===== config.mk =====
export PLATFORM = sky130hd
export DESIGN_NAME = feature_mac_engine
export DESIGN_NICKNAME = d
export VERILOG_FILES = /design/src/rtl/face_det_pkg.sv /design/src/rtl/feature_mac_pipe.sv /design/src/rtl/feature_mac_engine.sv
export SDC_FILE = /design/constraint.sdc
export NUM_CORES = 1
export LEC_CHECK = 0
export ABC_AREA = 1
export BUFFER_PORTS_ARGS = -buffer_cell sky130_fd_sc_hd__buf_2
export CAP_MARGIN = 25
export CELL_PAD_IN_SITES_DETAIL_PLACEMENT = 1
export CELL_PAD_IN_SITES_GLOBAL_PLACEMENT = 2
export CORE_UTILIZATION = 37
export CTS_CLUSTER_SIZE = 24
export DETAILED_ROUTE_END_ITERATION = 7
export PLACE_DENSITY = 0.92
export SKIP_LAST_GASP = 1
export SLEW_MARGIN = 20
export SYNTH_ARGS = -nofsm -noshare
export SYNTH_HDL_FRONTEND = slang
export SYNTH_SLANG_ARGS = --single-unit

===== constraint.sdc =====
create_clock -name CLK -period 2.9 [get_ports CLK]
set_input_delay 0.29 -clock CLK [delete_from_list [all_inputs] [get_ports CLK]]
set_output_delay 0.29 -clock CLK [all_outputs]
set_load 0.01 [all_outputs]

===== src/rtl/face_det_pkg.sv =====
// face_det_pkg: shared sizes, MAC FSM states and saturation bounds for the detection datapath
package face_det_pkg;
  localparam int DEPTH  = 400;
  localparam int ADDR_W = 9;
  localparam int ACC_W  = 41;
  typedef enum logic [1:0] {IDLE, RUN, DRAIN, DONE_S} mac_state_t;
  localparam logic signed [ACC_W-1:0] SAT_MAX = {{(ACC_W-31){1'b0}}, {31{1'b1}}};
  localparam logic signed [ACC_W-1:0] SAT_MIN = {{(ACC_W-31){1'b1}}, {31{1'b0}}};
endpackage


===== src/rtl/feature_mac_pipe.sv =====
// feature_mac_pipe: product register, clearable accumulator and saturating result stage
module feature_mac_pipe
  import face_det_pkg::*;
(
  input  logic        clk,
  input  logic        rst_n,
  input  logic        clr,
  input  logic        vld,
  input  logic        fin,
  input  logic [31:0] rd_data,
  input  logic [31:0] thresh,
  output logic [31:0] result,
  output logic        sat,
  output logic        face
);
  logic                    v1_q, v1_d, pv_q, pv_d, sat_q, sat_d, face_q, face_d;
  logic signed [31:0]      prod_q, prod_d;
  logic signed [ACC_W-1:0] acc_q, acc_d;
  logic [31:0]             res_q, res_d, clamp;
  logic                    hi, lo;
  always_comb begin
    v1_d   = vld;
    pv_d   = v1_q;
    prod_d = $signed({{16{rd_data[31]}}, rd_data[31:16]}) * $signed({{16{rd_data[15]}}, rd_data[15:0]});
    acc_d  = clr ? '0 : pv_q ? acc_q + $signed({{(ACC_W-32){prod_q[31]}}, prod_q}) : acc_q;
    hi     = acc_q > SAT_MAX;
    lo     = acc_q < SAT_MIN;
    clamp  = hi ? 32'h7FFF_FFFF : lo ? 32'h8000_0000 : acc_q[31:0];
    res_d  = fin ? clamp : res_q;
    sat_d  = fin ? (hi | lo) : sat_q;
    face_d = fin ? ($signed(clamp) > $signed(thresh)) : face_q;
  end
  always_ff @(posedge clk or negedge rst_n) begin
    if (!rst_n) begin
      v1_q   <= 1'b0;
      pv_q   <= 1'b0;
      prod_q <= '0;
      acc_q  <= '0;
      res_q  <= '0;
      sat_q  <= 1'b0;
      face_q <= 1'b0;
    end else begin
      v1_q   <= v1_d;
      pv_q   <= pv_d;
      prod_q <= prod_d;
      acc_q  <= acc_d;
      res_q  <= res_d;
      sat_q  <= sat_d;
      face_q <= face_d;
    end
  end
  assign result = res_q;
  assign sat    = sat_q;
  assign face   = face_q;
endmodule


===== src/rtl/feature_mac_engine.sv =====
// feature_mac_engine: streams a bank window through a signed MAC and scores it against a threshold
module feature_mac_engine
  import face_det_pkg::*;
(
  input  logic              CLK,
  input  logic              RESET_N,
  input  logic              START,
  input  logic [ADDR_W-1:0] BASE,
  input  logic [ADDR_W-1:0] LEN,
  input  logic [31:0]       THRESH,
  output logic              RD_EN,
  output logic [ADDR_W-1:0] RD_ADDR,
  input  logic [31:0]       RD_DATA,
  output logic              BUSY,
  output logic              DONE,
  output logic [31:0]       RESULT,
  output logic              SAT,
  output logic              FACE
);
  mac_state_t        state_q, state_d;
  logic [ADDR_W-1:0] addr_q, addr_d, cnt_q, cnt_d;
  logic [1:0]        drn_q, drn_d;
  logic [31:0]       thr_q, thr_d;
  logic              clr, fin;
  always_comb begin
    state_d = state_q;
    addr_d  = addr_q;
    cnt_d   = cnt_q;
    drn_d   = drn_q;
    thr_d   = thr_q;
    clr     = 1'b0;
    fin     = 1'b0;
    case (state_q)
      IDLE: if (START) begin
        clr     = 1'b1;
        thr_d   = THRESH;
        addr_d  = BASE >= ADDR_W'(DEPTH) ? BASE - ADDR_W'(DEPTH) : BASE;
        cnt_d   = LEN > ADDR_W'(DEPTH) ? ADDR_W'(DEPTH) : LEN;
        drn_d   = 2'd2;
        state_d = LEN == '0 ? DRAIN : RUN;
      end
      RUN: begin
        addr_d  = addr_q == ADDR_W'(DEPTH - 1) ? '0 : addr_q + 1'b1;
        cnt_d   = cnt_q - 1'b1;
        state_d = cnt_q == ADDR_W'(1) ? DRAIN : RUN;
      end
      DRAIN: begin
        drn_d   = drn_q - 2'd1;
        fin     = drn_q == 2'd0;
        state_d = drn_q == 2'd0 ? DONE_S : DRAIN;
      end
      default: state_d = IDLE;
    endcase
  end
  always_ff @(posedge CLK or negedge RESET_N) begin
    if (!RESET_N) begin
      state_q <= IDLE;
      addr_q  <= '0;
      cnt_q   <= '0;
      drn_q   <= '0;
      thr_q   <= '0;
    end else begin
      state_q <= state_d;
      addr_q  <= addr_d;
      cnt_q   <= cnt_d;
      drn_q   <= drn_d;
      thr_q   <= thr_d;
    end
  end
  assign RD_EN   = state_q == RUN;
  assign RD_ADDR = addr_q;
  assign BUSY    = state_q == RUN || state_q == DRAIN;
  assign DONE    = state_q == DONE_S;
  feature_mac_pipe u_pipe (
    .clk    (CLK),
    .rst_n  (RESET_N),
    .clr    (clr),
    .vld    (RD_EN),
    .fin    (fin),
    .rd_data(RD_DATA),
    .thresh (thr_q),
    .result (RESULT),
    .sat    (SAT),
    .face   (FACE)
  );
endmodule


==> metrics.log <==
INFO  metric area_overhead_vs_synth = 27.2%
INFO  metric core_area = 56800 um2
INFO  metric post-synth-top-count-cell = nand2_1
INFO  metric yosys.area_share.xor_xnor = 1.67%
INFO  metric die_h = 243 um
INFO  metric synth_top_area_share = 24.5%
INFO  metric post_synth_inst_count = 2997
INFO  metric h-tree-depth = 4
INFO  metric async_reset_ff_share = 100%
INFO  metric fraction_of_the_mapped_netlist_area_in_adder_cells = 34.1%
INFO  metric sinks_on_clock_net = 163
INFO  metric yosysSeqAreaShare = 19.0%
INFO  metric primary_flip_flop_cell_chosen_by_synthesis_mapping = dfrtp_1
INFO  metric postRouteAntennaNets = 0
INFO  metric number_of_drc_violations_after_detailed_routing = 0
INFO  metric synth-seq-cells = 163
INFO  metric slew_headroom = 50.7%
INFO  metric grt_first_pass_wirelength = 121000 um
INFO  metric holdCritPathClass = input pin to flop
INFO  metric via_count = 20.3k
INFO  metric routed_via_density = 5.00
INFO  metric worstPathCellList = buf_4, buf_4, nand2_1, fa_1, fa_2, fa_2, inv_2, fa_1, fa_1, inv_1, fa_1, inv_2, ha_4, a21o_4, a21oi_4, and2_4, o21ai_4, a21oi_2, nand2_1, nand2_1
INFO  metric grt.total_usage = 25.9%
INFO  metric timing.final.ws_setup = -2130 ps
INFO  metric max_stage_delay = 660 ps
INFO  metric holdWs = 39.0 ps
INFO  metric synth_top_cells_by_area = fa_1 25%, dfrtp_1 19%, nand2_1 15%
INFO  metric worstSetupPathType = input pin to flop
INFO  metric clkLatencyLatePin = 460 ps
INFO  metric boundaryPins = 131
INFO  metric pin_count_of_the_biggest_net_entering_global_routing = 67
INFO  metric nNetsFinal = 3808
INFO  metric cts_tree = done
INFO  metric max_freq = 0.199 GHz
INFO  metric final.setup.tns = -47450 ps
INFO  metric detail_route.wl_per_cell = 19.1 um
INFO  metric postLayoutCoreUtil = 48.0%
INFO  metric dieWidth = 243 um
INFO  metric clkSlewWorstSetupHoldPaths = 70 ps
INFO  metric timing.critical_path.required = 3280 ps
INFO  metric cts-buffers-inserted = 17
INFO  metric cp.arrival = 5410 ps
INFO  metric vias_in_the_first_global_route = 22.8k
INFO  metric critical_path.most_common_cell = fa_1
INFO  metric final_max_slew_viol_count = 0
INFO  metric synth.net_count = 3509
INFO  metric number_of_antenna_violations_at_the_first_check_in_global_routing = 0
INFO  metric setup.worst_path.end_class = flop
INFO  metric tightestPinTransition = 733 ps
INFO  metric die_area = 59000 um2
INFO  metric wl = 77800 um
INFO  metric crit_fanout = 6
INFO  metric yosys.area_share.simple = 23.8%
INFO  metric synth_area_leader_cell = fa_1
INFO  metric start_kind = input pin
INFO  metric compound_cell_area_share_of_the_yosys_netlist = 6.80%
INFO  metric finalClockSkew = 13.7 ps
INFO  metric effective_utilization_at_floorplan = 37.8%
INFO  metric antenna-diode-count = 0
INFO  metric detailed_place.area = 24800 um2
INFO  metric post_synth_num_cell_types = 44
INFO  metric clock_root_cell = clkbuf_16
INFO  metric layout_min_cycle_time = 5030 ps
INFO  metric grt_remaining_overflow = 0
INFO  metric cts_buffer_depth = 2
INFO  metric place.gp.congestion = 0.914
INFO  metric outcome = finished with violations
INFO  metric synth_enable_flop_cells = 0
INFO  metric layout-drive-gt1-share = 22.6%
INFO  metric setup-violations-final = 27
INFO  metric critical_path.slowest_cell = fa_1
INFO  metric post_synth_mux_area_share = 0%
INFO  metric filler_cell_count = 7055
INFO  metric synth.avg_cell_area = 7.16 um2
INFO  metric max-cap-violations = 0
INFO  metric layout.cell_area.non_filler = 27300 um2
INFO  metric core.rowCount = 87
INFO  metric detailed_place_hpwl = 60200 um
INFO  metric finalHoldViolations = 0
INFO  metric grt_setup_unrepaired = true
INFO  metric failed_checks = negative setup slack
INFO  metric detailedRoute.firstPassIterationCount = 6
INFO  metric io_buffer_count = 130
INFO  metric final.period_utilization = 173%
INFO  metric post_synth_instance_area = 21500 um2
INFO  metric iteration_0_drc_markers = 1061
INFO  metric ys_top_cells_by_count = 879 x nand2_1, 738 x inv_1, 263 x fa_1
INFO  metric largest_family_of_logic_cells_by_synthesized_area = adder cells
INFO  metric synth_warnings = 0
-- critical path: cells and delay by family --
kind / cells / cell delay, ps
compound gates: 4 / 670
fa+ha+maj: 7 / 3510
buf+inv: 5 / 420
simple gates: 4 / 500
-- per-layer routing --
metal | part of all wire (%) | global-route usage (%) | wire, um | vias to the layer above
li1 | - | - | - | 9443
met4 | 4.3 | 10.3 | 3370 | 0
met1 | 40 | 30.3 | 31400 | 10291
met3 | 2.3 | 1.74 | 1780 | 183
met2 | 53 | 48.7 | 41200 | 410
met5 | 0 | 0 | 0 | -
-- cell families after synthesis --
kind of cell | count (synthesis)
adder cells (fa/ha/maj) | 427
XOR/XNOR | 41
AO/OA/AOI/OAI | 269
AND/OR/NAND/NOR | 1266
buffers and inverters | 831
flip-flops | 163
-- state kept, by name (all words and copies together) (netlist names), 2 cells and up --
register,cells
RD_ADDR,9
cnt_q,9
drn_q,2
state_q,2
thr_q,32
u_pipe.acc_q,41
u_pipe.prod_q,32
u_pipe.result,32
-- layout make-up --
class | count | area [um2] | share of cell area [%]
Sequential cell | 163 | 4080 | 14.9
Timing Repair Buffer | 370 | 3100 | 11.4
Clock inverter | 11 | 144 | 0.527
Tap cell | 756 | 946 | 3.47
Clock buffer | 20 | 457 | 1.67
Inverter | 741 | 2800 | 10.3
Multi-Input combinational cell | 2003 | 15800 | 57.8
-- through the flow --
step / worst slack, ps / cells
floorplan: -2390 / 2997
global placement: -2520 / 3977
detailed placement: -2790 / 3977
CTS: -1990 / 4043
global route: -2250 / 4064
finish: -2130 / 4064
-- path summary, 6_finish.rpt --
kind / start / cells past startpoint / slack (ps) / endpoint
max in group asynchronous: RESET_N / 3 / 1710 / RD_ADDR[3]$_DFFE_PN0P_
setup reg to reg: u_pipe.acc_q[31]$_DFFE_PN0P_ / 13 / 160 / u_pipe.face$_DFFE_PN0P_
hold reg to reg: u_pipe.pv_d$_DFF_PN0_ / 0 / 360 / u_pipe.pv_q$_DFF_PN0_
hold / removal: THRESH[20] / 3 / 40 / thr_q[20]$_DFFE_PN0P_
setup / recovery: RD_DATA[3] / 20 / -2130 / u_pipe.prod_q[20]$_DFF_PN0_
min in group asynchronous: RESET_N / 2 / 380 / thr_q[19]$_DFFE_PN0P_
-- cell usage in the layout, fill, tap and decap left out, drive strengths merged, types with 4 or more instances in the layout --
cell type  synthesis  routed
xor2              30      30
a21o               6       6
fa               263     263
nor2             220     220
nor3              17      17
buf               20     367
nand3b             8       8
nand2            892     892
a21boi             4       4
nand3             93      93
xnor2             11      11
or2                8       8
ha               164     164
clkinvlp           0       4
o21bai             5       5
a21oi             97      97
nand4             22      22
clkbuf            70      21
inv              740     743
a31oi              9       9
o21ai            134     134
dfrtp            163     163
-- timing repair --
| action | CTS | global route |
|---|---|---|
| buffers inserted | 32 | 24 |
| hold endpoints to repair | 56 | 0 |
| cloned | 3 | 0 |
| gates resized for setup | 220 | 151 |
| pin swaps | 108 | 104 |
| endpoints found under the setup margin | 27 | 32 |
| hold buffers | 1 | 0 |
Power is not shown: default switching activity piles up to over one toggle a cycle in this logic, so the estimate is an artifact.
